<file path="config.mk">
export PLATFORM = sky130hd
export DESIGN_NAME = satagtx_rst_seq
export DESIGN_NICKNAME = d
export VERILOG_FILES = /design/src/rtl/satagtx_rst_seq.sv
export SDC_FILE = /design/constraint.sdc
export NUM_CORES = 1
export LEC_CHECK = 0
export ABC_AREA = 0
export BUFFER_PORTS_ARGS = -buffer_cell sky130_fd_sc_hd__buf_2
export CORE_AREA = 2 2 75 77
export CTS_BUF_LIST = sky130_fd_sc_hd__clkbuf_8
export CTS_CLUSTER_DIAMETER = 30
export CTS_CLUSTER_SIZE = 40
export DETAILED_ROUTE_END_ITERATION = 8
export DIE_AREA = 0 0 77 79
export GPL_ROUTABILITY_DRIVEN = 0
export HOLD_SLACK_MARGIN = 0.02
export PLACE_DENSITY = 0.73
export SYNTH_ARGS = -nofsm -noshare
export SYNTH_HDL_FRONTEND = slang
export SYNTH_SLANG_ARGS = --single-unit
</file>
<file path="constraint.sdc">
create_clock -name clk -period 6.4 [get_ports clk]
set_input_delay 1.92 -clock clk [delete_from_list [all_inputs] [get_ports clk]]
set_output_delay 1.92 -clock clk [all_outputs]
set_load 0.01 [all_outputs]
</file>
<file path="src/rtl/satagtx_rst_seq.sv">
// Reset sequencer for a SATA GTX tile and its user-clock DCM/PLL: brings up the tile PLL,
// the user clock and the TX/RX PCS in order, retries on lock loss or timeout, and reports ready/fail.
module satagtx_rst_seq #(
  parameter int unsigned C_RST_CYCLES     = 64,
  parameter int unsigned C_LOCK_STABLE    = 256,
  parameter int unsigned C_PLL_TIMEOUT    = 65535,
  parameter int unsigned C_DCM_TIMEOUT    = 65535,
  parameter int unsigned C_USR_RST_CYCLES = 16,
  parameter int unsigned C_DONE_TIMEOUT   = 65535,
  parameter int unsigned C_MAX_RETRY      = 3
) (
  input  logic       clk,
  input  logic       rst_n,
  input  logic       plllkdet,
  input  logic       dcm_locked,
  input  logic [1:0] resetdone,
  input  logic       restart,
  output logic       gtxreset,
  output logic       dcm_reset,
  output logic       txreset,
  output logic       rxreset,
  output logic       ready,
  output logic       fail,
  output logic [2:0] state,
  output logic [3:0] retry_cnt
);

  typedef enum logic [2:0] {
    S_RESET     = 3'd0,
    S_WAIT_PLL  = 3'd1,
    S_WAIT_DCM  = 3'd2,
    S_USR_RST   = 3'd3,
    S_WAIT_DONE = 3'd4,
    S_READY     = 3'd5,
    S_FAIL      = 3'd6
  } state_e;

  // Terminal counts: a state is left on the edge where cnt_q holds its last value.
  localparam logic [15:0] RST_LAST    = 16'(C_RST_CYCLES - 1);
  localparam logic [15:0] STABLE_LAST = 16'(C_LOCK_STABLE - 1);
  localparam logic [15:0] PLL_LAST    = 16'(C_PLL_TIMEOUT - 1);
  localparam logic [15:0] DCM_LAST    = 16'(C_DCM_TIMEOUT - 1);
  localparam logic [15:0] USR_LAST    = 16'(C_USR_RST_CYCLES - 1);
  localparam logic [15:0] DONE_LAST   = 16'(C_DONE_TIMEOUT - 1);

  function automatic logic [3:0] sat_inc4(input logic [3:0] v);
    return (v == 4'hF) ? v : v + 4'd1;
  endfunction

  function automatic logic [15:0] sat_inc16(input logic [15:0] v);
    return (v == 16'hFFFF) ? v : v + 16'd1;
  endfunction

  // Two-flop synchronisers for {resetdone[1:0], dcm_locked, plllkdet}
  logic [3:0] sync_p0_q, sync_p1_q;
  logic       pll_s, dcm_s, lock_s;
  logic [1:0] done_s;

  always_ff @(posedge clk or negedge rst_n) begin
    if (!rst_n) begin
      sync_p0_q <= '0;
      sync_p1_q <= '0;
    end else begin
      sync_p0_q <= {resetdone, dcm_locked, plllkdet};
      sync_p1_q <= sync_p0_q;
    end
  end

  assign pll_s  = sync_p1_q[0];
  assign dcm_s  = sync_p1_q[1];
  assign done_s = sync_p1_q[3:2];
  assign lock_s = pll_s & dcm_s;

  state_e      state_q, state_d;
  logic [15:0] cnt_q, cnt_d, stab_q, stab_d;
  logic [3:0]  retry_q, retry_d;
  logic        do_retry, entering;
  logic        gtx_q, dcm_q, tx_q, rx_q, ready_q, fail_q;
  logic        gtx_d, dcm_d, tx_d, rx_d, ready_d, fail_d;

  always_ff @(posedge clk or negedge rst_n) begin
    if (!rst_n) begin
      state_q <= S_RESET;
      cnt_q   <= '0;
      stab_q  <= '0;
      retry_q <= '0;
      gtx_q   <= 1'b1;
      dcm_q   <= 1'b1;
      tx_q    <= 1'b1;
      rx_q    <= 1'b1;
      ready_q <= 1'b0;
      fail_q  <= 1'b0;
    end else begin
      state_q <= state_d;
      cnt_q   <= cnt_d;
      stab_q  <= stab_d;
      retry_q <= retry_d;
      gtx_q   <= gtx_d;
      dcm_q   <= dcm_d;
      tx_q    <= tx_d;
      rx_q    <= rx_d;
      ready_q <= ready_d;
      fail_q  <= fail_d;
    end
  end

  // Lock loss is tested before success or timeout so a lost lock always wins and counts once.
  always_comb begin
    state_d  = state_q;
    retry_d  = retry_q;
    do_retry = 1'b0;
    case (state_q)
      S_RESET:     if (cnt_q == RST_LAST) state_d = S_WAIT_PLL;
      S_WAIT_PLL:  if (pll_s && stab_q == STABLE_LAST) state_d = S_WAIT_DCM;
                   else if (cnt_q == PLL_LAST) do_retry = 1'b1;
      S_WAIT_DCM:  if (!pll_s) do_retry = 1'b1;
                   else if (dcm_s) state_d = S_USR_RST;
                   else if (cnt_q == DCM_LAST) do_retry = 1'b1;
      S_USR_RST:   if (!lock_s) do_retry = 1'b1;
                   else if (cnt_q == USR_LAST) state_d = S_WAIT_DONE;
      S_WAIT_DONE: if (!lock_s) do_retry = 1'b1;
                   else if (done_s == 2'b11) state_d = S_READY;
                   else if (cnt_q == DONE_LAST) do_retry = 1'b1;
      S_READY:     if (!lock_s) do_retry = 1'b1;
                   else if (done_s != 2'b11) state_d = S_USR_RST;
      S_FAIL:      state_d = S_FAIL;
      default:     state_d = S_RESET;
    endcase
    if (do_retry) begin
      retry_d = sat_inc4(retry_q);
      state_d = (32'(retry_d) > C_MAX_RETRY) ? S_FAIL : S_RESET;
    end
    if (state_d == S_READY && state_q != S_READY) retry_d = '0;
    if (restart) begin
      state_d = S_RESET;
      retry_d = '0;
    end
  end

  always_comb begin
    entering = restart || (state_d != state_q);
    cnt_d    = entering ? '0 : sat_inc16(cnt_q);
    stab_d   = '0;
    if (!entering && state_q == S_WAIT_PLL && pll_s) stab_d = sat_inc16(stab_q);
  end

  // Outputs decoded from the next state so they register in step with state_q.
  always_comb begin
    {gtx_d, dcm_d, tx_d, rx_d} = 4'b1111;
    ready_d = 1'b0;
    fail_d  = 1'b0;
    case (state_d)
      S_WAIT_PLL:           {gtx_d, dcm_d, tx_d, rx_d} = 4'b0111;
      S_WAIT_DCM, S_USR_RST: {gtx_d, dcm_d, tx_d, rx_d} = 4'b0011;
      S_WAIT_DONE:          {gtx_d, dcm_d, tx_d, rx_d} = 4'b0000;
      S_READY: begin
        {gtx_d, dcm_d, tx_d, rx_d} = 4'b0000;
        ready_d = 1'b1;
      end
      S_FAIL:               fail_d = 1'b1;
      default: ;
    endcase
  end

  assign gtxreset  = gtx_q;
  assign dcm_reset = dcm_q;
  assign txreset   = tx_q;
  assign rxreset   = rx_q;
  assign ready     = ready_q;
  assign fail      = fail_q;
  assign state     = state_q;
  assign retry_cnt = retry_q;

endmodule

</file>
==> summary.txt, run 1 <==
Clock tree
  • CTS tree: yes
  • Clock transition at path regs: approximately 0.090 ns
  • Root Driver: clkbuf_8
  • Clk buf depth: 2
  • Postcts setup bufs: 0
  • Worst skew pair latency: around 0.31 ns
  • CTS resizes: 0
  • Hold buffer count at cts: 0
  • H-tree levels: 2
  • TritonCTS Buffers: 5
  • CTS Sinks: between 50 and 60

Global routing
  • Largest net degree at the start of global routing: 53
  • First-pass GRT wire length: 10030 µm
  • Total grt overflow: 0
  • Met1 Use GR: 0.2782
  • Vias in the first global route: 2129
  • Met2 Usage GRT: 0.3325
  • Initial antenna violation count: 0
  • GRT met3 Usage: 0.03864
  • GRT Total Usage: 0.2031
  • GRT Max-Usage Layer: met2

Cells and area
  • Reg area: ~1300 µm²
  • Final non-filler cell total: around 370
  • Ratio of cells with drive above 1 in the final layout: 0.2040
  • Ant diodes: 0
  • Area delta synth->final: 6.139%
  • Nets@finish: slightly above 300
  • Final core utilization: 0.6038
  • Filler cell count: 472
  • Area of the multi-input gates: roughly 1600 µm²

Die
  • Die footprint: just over 6000 µm²
  • I/O pin cnt: 20
  • Initial core utilization: 0.5689
  • Chip Width: 77 µm
  • Core area: ~5300 µm²
  • Die height: ~80 µm
  • # rows: 27

Logic synthesis
  • Syn Nets: 299
  • Netlist cell types: 59
  • Syn_area_per_cell: between 10 and 15 µm²
  • Warnings from Yosys: 0
  • Seq/Total Area, Yosys: 0.4297
  • Synth Register Bits: between 50 and 60
  • Ys async rst share: 1.000
  • Synthesized area: 3037 µm²
  • Post-synth EDFFs: 0
  • Post-synth top flop: dfrtp_1
  • Cells after synthesis: roughly 290

Drt
  • Antenna-violating nets left: 0
  • Total Wirelength: between 5000 and 6000 µm
  • Via/cell ratio: approximately 6.0
  • DR WL/cell: around 15 µm
  • First drt pass iteration count: 4
  • Drc violations: 0
  • Via Count: roughly 2200
  • Drt initial violations: 130

STA
  • Highest clock rate: ~300 MHz
  • Slew HR: 0.2802
  • Endpoints failing setup: 0
  • Tmin final: between 3 and 4 ns
  • Clock Skew: about 0.0096 ns
  • Final Max Slew Viols: 0
  • Worst-Margin Slew: about 1.1 ns
  • Setup Total Neg Slack: 0 ns
  • Period utilization: 0.5146
  • Final critical-path setup slack: around 3.1 ns
  • RSZ-0062 raised after global routing: no
  • Hold Vio Cnt, Final: 0

Setup path
  • Worst path required time: roughly 6.6 ns
  • Worst endpoint data arrival time: roughly 3.4 ns
  • Crit path max fanout: 30
  • Nature of the critical path endpoint: flop
  • CP Launch Type: flop
  • Crit Path Class: reg2reg

Placed design
  • Port buffer count: 19
  • HPWL Detailed: roughly 3900 µm
  • Placed Instances: ~360
  • Post-Place Worst Slack: about 2.9 ns

Pwr
  • Power, Total: between 0.001 and 0.0015 W
  • Static leakage: approximately 1.3 nW
  • VDD IR max: between 0.2 and 0.25 mV
  • Pwr dens: roughly 320 nW/µm²

Outcome
  • Status: finished clean

Worst hold path
  • Tightest Hold Check Type: reg2reg

Flow run
  • Max_cap viols: 0
state kept, by name, summed over array words and instances (netlist names):
| signal | count |
|---|---|
| state | 3 |
| stab_q | 16 |
| sync_p0_q | 4 |
| dcm_reset | 1 |
| cnt_q | 16 |
| sync_p1_q | 4 |
| gtxreset | 1 |
| rxreset | 1 |
| fail | 1 |
| retry_cnt | 4 |
| ready | 1 |
final cells by class:
type,count,area share
Inverter,6,0.006988
Clock inverter,2,0.003106
Clock buffer,6,0.02562
Timing Repair Buffer,20,0.03183
Multi-Input combinational cell,213,0.4996
Tap cell,72,0.02795
Sequential cell,52,0.4049
cells in the mapped netlist, types with 2 or more instances:
master	count	area share
a211oi_1	2	0.0049
a21o_1	2	0.0049
a21oi_1	6	0.0099
and2_1	3	0.0062
and3_1	8	0.016
and4_1	5	0.014
buf_2	4	0.0066
buf_4	4	0.0099
buf_6	4	0.015
clkbuf_1	4	0.0049
dfrtp_1	49	0.40
dfstp_2	3	0.026
ha_1	5	0.021
inv_1	6	0.0074
mux2i_1	5	0.016
nand2_1	22	0.027
nand2b_1	3	0.0062
nand3_1	15	0.025
nand4_1	12	0.025
nor2_1	15	0.019
nor2b_1	7	0.014
nor3_1	17	0.028
nor3b_2	2	0.0082
nor4_1	6	0.012
nor4_2	14	0.058
o21ai_0	7	0.012
o31ai_1	2	0.0049
or4_1	2	0.0049
xnor2_1	8	0.023
xor2_1	16	0.046
cells by family (layout without fill, tap and decap cells):
group / Yosys count / in the layout / synth area share
AOI/OAI and AO/OA: 40 / 40 / 0.1224
xor gates and xnor gates: 25 / 25 / 0.07458
adders and majority gates: 5 / 5 / 0.02060
buffers and inverters: 22 / 34 / 0.04367
DFF: 52 / 52 / 0.4298
muxes: 5 / 5 / 0.01648
and+or+nand+nor: 138 / 138 / 0.2925
placed cells by master, fill, tap and decap left out, types with 6 or more instances in the layout:
cell type	instances
a21oi_1	6
and3_1	8
buf_2	19
clkbuf_8	6
dfrtp_1	49
inv_1	6
nand2_1	22
nand3_1	15
nand4_1	12
nor2_1	15
nor2b_1	7
nor3_1	17
nor4_1	6
nor4_2	14
o21ai_0	7
xnor2_1	8
xor2_1	16
path summary, 6_finish.rpt:
path / from / end / slack [ns] / cells past startpoint
hold / removal: sync_p0_q[3] / sync_p1_q[3] / 0.35 / 0
setup reg to reg: cnt_q[0] / cnt_q[10] / 3.11 / 8
min in group asynchronous: rst_n / stab_q[12] / 1.71 / 2
setup / recovery: cnt_q[0] / cnt_q[10] / 3.11 / 8
max in group asynchronous: rst_n / ready / 4.25 / 2
hold reg to reg: sync_p0_q[3] / sync_p1_q[3] / 0.35 / 0
where the power goes:
part	total, W	switching, W	internal (W)
clock network	0.000194	0.000108	0.0000865
registers	0.000398	0.0000389	0.000359
logic	0.000424	0.000295	0.000129
critical path, stage by stage (launching register included):
cell      delay (ns)
dfrtp_1         0.43
ha_1            0.20
and3_1          0.28
nand4_1         0.18
or4_1           0.44
a311oi_2        0.52
nor4b_4         0.10
o211ai_4        0.85
nor3_1          0.12
routing by layer:
layer | vias up | share of wire
li1 | 1083 | -
met1 | 1106 | 0.48
met2 | 27 | 0.49
met3 | 6 | 0.025
met4 | 0 | 0.0093
met5 | - | 0
through the flow:
step	area (µm²)	hold WS (ns)
6_report	3223	0.3549
5_1_grt	3223	0.3726
4_1_cts	3223	0.3565
3_5_place_dp	3131	0.3362
3_3_place_gp	3131	0.3340
2_1_floorplan	3037	0.3312
Note: power is estimated with default switching activity, not from simulation.
==> inputs of run 2 (changes only) <==
Settings changed: ABC_AREA 0 to 1, CORE_AREA 2 2 75 77 to 2 2 76 78, DIE_AREA 0 0 77 79 to 0 0 78 80.
Clock period 6.4 ns to 3 ns, I/O delays scaled along.
==> summary.txt, run 2 <==
Outcome
  • Status: finished clean (unchanged)

Logic synthesis
  • Synthesized area: 2992 µm² (was 3037 µm²)
  • Syn Nets: 386 (was 299)
  • Post-synth EDFFs: 0 (unchanged)
  • Top cells by area, synth: dfrtp_1 41%, nand2_1 10%, nor2_1 7.2% (was dfrtp_1 40%, nor4_2 5.8%, xor2_1 4.6%)
  • Cells after synthesis: 374 (was 287)
  • Synth Register Bits: 52 (unchanged)
  • Most instantiated cells after synthesis: 82 x nand2_1, 57 x nor2_1, 49 x dfrtp_1 (was 49 x dfrtp_1, 22 x nand2_1, 17 x nor3_1)
  • Warnings from Yosys: 0 (unchanged)
  • Seq/Total Area, Yosys: 0.4362 (was 0.4297)
  • Ys async rst share: 1.000 (unchanged)
  • Syn_area_per_cell: 7.999 µm² (was 10.58 µm²)
  • Post-synth top flop: dfrtp_1 (unchanged)
  • Netlist cell types: 32 (was 59)
  • Post-synth top area share: 0.4099 (was 0.4038)
  • Yosys top cell by area: dfrtp_1 (unchanged)
  • Count leader, synth: nand2_1 (was dfrtp_1)

STA
  • Worst-Margin Slew: 0.6429 ns (was 1.080 ns)
  • Setup Total Neg Slack: 0 ns (unchanged)
  • Highest clock rate: 410.7 MHz (was 303.6 MHz)
  • Slew HR: 0.5714 (was 0.2802)
  • Final Max Slew Viols: 0 (unchanged)
  • Hold Vio Cnt, Final: 0 (unchanged)
  • RSZ-0062 raised after global routing: no (unchanged)
  • Min Hold Slack: 0.3431 ns (was 0.3549 ns)
  • Tmin final: 2.435 ns (was 3.293 ns)
  • Endpoints failing setup: 0 (unchanged)
  • Period utilization: 0.8116 (was 0.5146)
  • Clock Skew: 0.01307 ns (was 0.009592 ns)

Clock tree
  • Root Driver: clkbuf_8 (unchanged)
  • CTS resizes: 0 (unchanged)
  • CTS tree: yes (unchanged)
  • TritonCTS Buffers: 5 (unchanged)
  • CTS Sinks: 52 (unchanged)
  • Worst skew pair latency: 0.31 ns (about the same)
  • Hold buffer count at cts: 0 (unchanged)
  • Clk buf depth: 2 (unchanged)
  • H-tree levels: 2 (unchanged)
  • Postcts setup bufs: 0 (unchanged)
  • Clock transition at path regs: 0.10 ns (was 0.09 ns)

Die
  • I/O pin cnt: 20 (unchanged)
  • Core area: 5405 µm² (was 5338 µm²)
  • Initial core utilization: 0.5535 (was 0.5689)
  • # rows: 27 (unchanged)
  • Die footprint: 6240 µm² (was 6083 µm²)
  • Die height: 80 µm (was 79 µm)
  • Chip Width: 78 µm (was 77 µm)

Worst hold path
  • Tightest Hold Check Type: reg2reg (unchanged)

Global routing
  • Total grt overflow: 0 (unchanged)
  • First-pass GRT wire length: 9873 µm (was 10030 µm)
  • Initial antenna violation count: 0 (unchanged)
  • Vias in the first global route: 2271 (was 2129)
  • GRT Total Usage: 0.2014 (was 0.2031)
  • Largest net degree at the start of global routing: 53 (unchanged)

Drt
  • Drt initial violations: 94 (was 130)
  • Drc violations: 0 (unchanged)
  • First drt pass iteration count: 4 (unchanged)
  • Antenna-violating nets left: 0 (unchanged)
  • Total Wirelength: 5430 µm (was 5703 µm)
  • DR WL/cell: 11.50 µm (was 15.37 µm)
  • Via Count: 2331 (was 2222)
  • Via/cell ratio: 4.939 (was 5.989)

Pwr
  • Pwr dens: 385.1 nW/µm² (was 315.4 nW/µm²)
  • Power, Total: 0.001264 W (was 0.001017 W)
  • Static leakage: 1.602 nW (was 1.301 nW)
  • VDD IR max: 0.2458 mV (was 0.2366 mV)

Setup path
  • CP peak stage delay: 0.43 ns (was 0.85 ns)
  • Worst endpoint data arrival time: 2.66 ns (was 3.44 ns)
  • Slowest stage cell, crit path: dfrtp_1 (was o211ai_4)
  • Crit Path Class: reg2reg (unchanged)
  • CP Cell Sequence: inv_1, ha_1, inv_1, nor2_1, nand2_1, nor2_4, nand3_2, nand2_4, inv_4, nand2_1, nand4_1, nand2_4, nand3_4, nor2_1 (was ha_1, and3_1, nand4_1, or4_1, a311oi_2, nor4b_4, o211ai_4, nor3_1)
  • Critical path's top delay family: simple AND/OR/NAND/NOR gates (was compound AO/OA/AOI/OAI gates)
  • Crit path max fanout: 16 (was 30)
  • Nature of the critical path endpoint: flop (unchanged)
  • Worst path required time: 3.22 ns (was 6.55 ns)
  • Worst path bufs/invs: 3 (was 0)
  • CP Launch Type: flop (unchanged)

Cells and area
  • Largest regs: cnt_q: 16 flops, stab_q: 16 flops (unchanged)
  • Most frequent cells in the layout: 82 x nand2_1, 57 x nor2_1, 49 x dfrtp_1 (was 49 x dfrtp_1, 22 x nand2_1, 19 x buf_2)
  • Ant diodes: 0 (unchanged)
  • Filler cell count: 488 (was 472)
  • Ratio of cells with drive above 1 in the final layout: 0.1675 (was 0.2040)
  • Cell area after layout: 3283 µm² (was 3223 µm²)
  • Area delta synth->final: 9.745% (was 6.139%)
  • Nets@finish: 411 (was 310)
  • Leading cell type in the layout, fill and taps excluded: nand2_1 (was dfrtp_1)

Placed design
  • Port buffer count: 19 (unchanged)
  • HPWL Detailed: 4098 µm (was 3943 µm)
  • Area post-placement: 3162 µm² (was 3131 µm²)

Flow run
  • Max_cap viols: 0 (unchanged)
## run 2: cell count changes in the layout (fill, tap and decap cells not counted), sizes merged, moves of 8 or more
cell,previous run,this run
nor3,17,9
nand3,15,36
inv,6,52
nor4,21,6
nor2,15,73
nand2,22,90
## run 2: final timing paths
kind,startpoint,end,slack [ns],cells after the start
max,cnt_q[0],stab_q[3],0.57,14
min,sync_p0_q[2],sync_p1_q[2],0.34,0
max reg2reg,cnt_q[0],stab_q[3],0.57,14
min reg2reg,sync_p0_q[2],sync_p1_q[2],0.34,0
max in group asynchronous,rst_n,fail,1.87,2
min in group asynchronous,rst_n,cnt_q[10],0.67,2
## run 2: layout make-up
class                           count  area (µm²)  share of cell area
Clock buffer                        6       82.58             0.02515
Clock inverter                      2       38.79             0.01181
Inverter                           52       197.7             0.06021
Multi-Input combinational cell    268        1466              0.4466
Sequential cell                    52        1305              0.3975
Tap cell                           72       90.09             0.02744
Timing Repair Buffer               20       102.6             0.03125
## run 2: metal layers
layer,up-vias,GRT usage,part of all wire
met5,-,0,0
met4,0,0.05789,0.014
met3,7,0.04072,0.032
met2,32,0.3388,0.47
met1,1064,0.2651,0.48
li1,1228,-,-
## run 2: report_power, final
group | total, W | switching [W] | internal (W)
combinational | 0.0000458 | 0.0000332 | 0.0000126
clock | 0.000504 | 0.000231 | 0.000273
sequential | 0.000714 | 0.00000518 | 0.000709
## run 2: metrics by stage
step	cells	worst slack (ns)	util
floorplan	374	0.9397	-
global placement	464	0.6359	0.5850
detailed placement	464	0.5918	0.5850
CTS	472	0.5502	0.6074
global route	472	0.3075	0.6074
finish	472	0.5651	0.6074
## run 2: cells by family after synthesis
group                    after synthesis  share of synthesized area
buffers and inverters                 54                    0.07361
multiplexers                           1                   0.003346
XOR/XNOR                              22                    0.06441
AND/OR/NAND/NOR                      222                     0.3681
AO/OA/AOI/OAI                         18                    0.03346
flip-flops                            52                     0.4362
adder cells (fa/ha/maj)                5                    0.02091
==> inputs of run 3 (changes only) <==
Settings changed: CORE_AREA 2 2 76 78 to 2 2 74 76, DIE_AREA 0 0 78 80 to 0 0 76 78.
Clock period 3 ns to 2.25 ns, I/O delays scaled along.
==> summary.txt, run 3 (synthesis results as in run 2) <==
STA
  • Hold Vio Cnt, Final: 0 (unchanged)
  • Highest clock rate: 456.6 MHz (was 410.7 MHz)
  • Final Max Slew Viols: 0 (unchanged)
  • Clock Skew: 0.01421 ns (was 0.01307 ns)
  • Tmin final: 2.190 ns (was 2.435 ns)
  • Slew HR: 0.6245 (was 0.5714)
  • Worst-Margin Slew: 0.5581 ns (was 0.6429 ns)
  • Min Hold Slack: 0.3293 ns (was 0.3431 ns)
  • Endpoints failing setup: 0 (unchanged)
  • Period utilization: 0.9734 (was 0.8116)

Setup path
  • Crit Path Class: reg2reg (unchanged)
  • R2r startpoint: cnt_q[0] (unchanged)
  • CP peak stage delay: 0.42 ns (was 0.43 ns)
  • Slowest stage cell, crit path: dfrtp_1 (unchanged)
  • Worst path bufs/invs: 4 (was 3)
  • Nature of the critical path endpoint: flop (unchanged)
  • CP Cell Sequence: inv_2, ha_2, inv_1, nor2_1, nand2_1, nor2_4, nand3_4, nand2_4, inv_6, nand2_2, nand4_1, nand2_4, nand3_4, clkbuf_16, nor2_4 (was inv_1, ha_1, inv_1, nor2_1, nand2_1, nor2_4, nand3_2, nand2_4, inv_4, nand2_1, nand4_1, nand2_4, nand3_4, nor2_1)
  • Worst Setup SP: cnt_q[0] (unchanged)
  • Worst path required time: 2.51 ns (was 3.22 ns)
  • Crit path max fanout: 7 (was 16)
  • Critical path's top delay family: simple AND/OR/NAND/NOR gates (unchanged)
  • Worst endpoint data arrival time: 2.45 ns (was 2.66 ns)
  • CP Launch Type: flop (unchanged)

Placed design
  • HPWL Detailed: 4089 µm (was 4098 µm)
  • Placed Instances: 467 (was 464)
  • Port buffer count: 19 (unchanged)

Global routing
  • Met2 Usage GRT: 0.3554 (was 0.3388)
  • Met1 Use GR: 0.2837 (was 0.2651)
  • Largest net degree at the start of global routing: 53 (unchanged)
  • Vias in the first global route: 2302 (was 2271)
  • First-pass GRT wire length: 10190 µm (was 9873 µm)
  • GRT Max-Usage Layer: met2 (unchanged)
  • GRT Total Usage: 0.2111 (was 0.2014)
  • GRT met3 Usage: 0.03953 (was 0.04072)
  • Initial antenna violation count: 0 (unchanged)
  • Total grt overflow: 0 (unchanged)

Drt
  • Antenna-violating nets left: 0 (unchanged)
  • DR WL/cell: 12.54 µm (was 11.50 µm)
  • Drc violations: 0 (unchanged)
  • Drt initial violations: 203 (was 94)
  • First drt pass iteration count: 6 (was 4)
  • Total Wirelength: 6169 µm (was 5430 µm)
  • Via/cell ratio: 5.075 (was 4.939)
  • Via Count: 2497 (was 2331)

Cells and area
  • Final core utilization: 0.7117 (was 0.6074)
  • Largest regs: cnt_q: 16 flops, stab_q: 16 flops (unchanged)
  • Ant diodes: 0 (unchanged)
  • Area delta synth->final: 19.95% (was 9.745%)
  • Nets@finish: 433 (was 411)
  • Most frequent cells in the layout: 73 x nand2_1, 51 x nor2_1, 47 x dfrtp_1 (was 82 x nand2_1, 57 x nor2_1, 49 x dfrtp_1)
  • Ratio of cells with drive above 1 in the final layout: 0.2630 (was 0.1675)
  • Filler cell count: 383 (was 488)
  • Leading cell type in the layout, fill and taps excluded: nand2_1 (unchanged)
  • Final non-filler cell total: 492 (was 472)

Die
  • Initial core utilization: 0.5933 (was 0.5535)
  • Die footprint: 5928 µm² (was 6240 µm²)
  • Die height: 78 µm (was 80 µm)
  • Core area: 5042 µm² (was 5405 µm²)
  • I/O pin cnt: 20 (unchanged)
  • # rows: 26 (was 27)
  • Chip Width: 76 µm (was 78 µm)

Pwr
  • Comb pwr share: 0.050 (was 0.036)
  • Net switching power figure: 0.0004053 W (was 0.0002696 W)
  • Sequential power share: 0.592 (was 0.565)
  • VDD IR max: 0.3932 mV (was 0.2458 mV)
  • Net Sw Frac: 0.2516 (was 0.2132)
  • Pwr dens: 448.8 nW/µm² (was 385.1 nW/µm²)
  • Clk pwr share: 0.359 (was 0.399)
  • Static leakage: 1.724 nW (was 1.602 nW)
  • Internal Power: 0.001205 W (was 0.0009948 W)

Clock tree
  • Worst skew pair latency: 0.32 ns (was 0.31 ns)
  • H-tree levels: 2 (unchanged)
  • Root Driver: clkbuf_8 (unchanged)
  • Clk buf depth: 2 (unchanged)
  • TritonCTS Buffers: 5 (unchanged)
  • CTS tree: yes (unchanged)
  • CTS Sinks: 52 (unchanged)
  • Hold buffer count at cts: 0 (unchanged)
  • Clock transition at path regs: 0.11 ns (was 0.10 ns)

Outcome
  • Status: finished clean (unchanged)

Worst hold path
  • Tightest Hold Check Type: in2async (was reg2reg)

Flow run
  • Max_cap viols: 0 (unchanged)
[run 3: changes by cell type in the layout (fill, tap and decap cells not counted), sizes merged]
cell | previous run | this run
clkinvlp | 0 | 1
inv | 52 | 53
buf | 20 | 41
bufinv | 1 | 0
[run 3: worst register-to-register path: cells and delay by family (launching register included)]
| family | cells | cell delay (ns) |
|---|---|---|
| flops | 1 | 0.42 |
| fa+ha+maj | 1 | 0.18 |
| simple gates | 10 | 1.16 |
| buf+inv | 4 | 0.38 |
[run 3: stage by stage]
stage,TNS (ns),area (µm²),setup slack [ns],power [W]
floorplan,0,2992,0.1897,0.0009991
global placement,0,3234,0.02826,0.001036
detailed placement,-0.006103,3234,-0.006103,0.001037
CTS,0,3338,0.02299,0.001612
global route,-0.6719,3588,-0.05855,0.001675
finish,0,3588,0.05990,0.001611
[run 3: what timing repair did]
action	in CTS	in global routing
endpoints found under the setup margin	30	33
pin swaps	1	15
gates resized for setup	0	33
buffers inserted	1	15
gates cloned	0	1
[run 3: area by class of cell]
class | instances | area (µm²) | area share
inverter | 52 | 200.2 | 0.05579
clock inverter | 3 | 27.53 | 0.007671
multi-input combinational | 268 | 1574 | 0.4386
clock buffer | 5 | 68.82 | 0.01918
sequential | 52 | 1308 | 0.3644
tap | 70 | 87.58 | 0.02441
timing repair buffer | 42 | 322.8 | 0.08996
[run 3: path summary, 6_finish.rpt]
check,endpoint,depth (start not counted),slack [ns]
worst max-delay path,stab_q[8],15,0.06
worst max register to register,stab_q[8],15,0.06
max in group asynchronous,gtxreset,2,1.63
worst min-delay path,cnt_q[14],2,0.33
min in group clk,sync_p1_q[0],0,0.36
worst min register to register,sync_p1_q[0],0,0.36
[run 3: routing by layer]
| metal | vias to the layer above | share of wire |
|---|---|---|
| li1 | 1271 | - |
| met1 | 1160 | 0.45 |
| met2 | 57 | 0.50 |
| met3 | 9 | 0.041 |
| met4 | 0 | 0.014 |
| met5 | - | 0 |
[run 3: power by group through the flow]
| stage | Sequential [W] | Combinational (W) | Clock (W) |
|---|---|---|---|
| floorplan | 0.000969 | 0.0000297 | 0 |
| global placement | 0.000970 | 0.0000662 | 0 |
| detailed placement | 0.000971 | 0.0000668 | 0 |
| CTS | 0.000952 | 0.0000677 | 0.000592 |
| global route | 0.000954 | 0.0000904 | 0.000630 |
| finish | 0.000953 | 0.0000805 | 0.000577 |
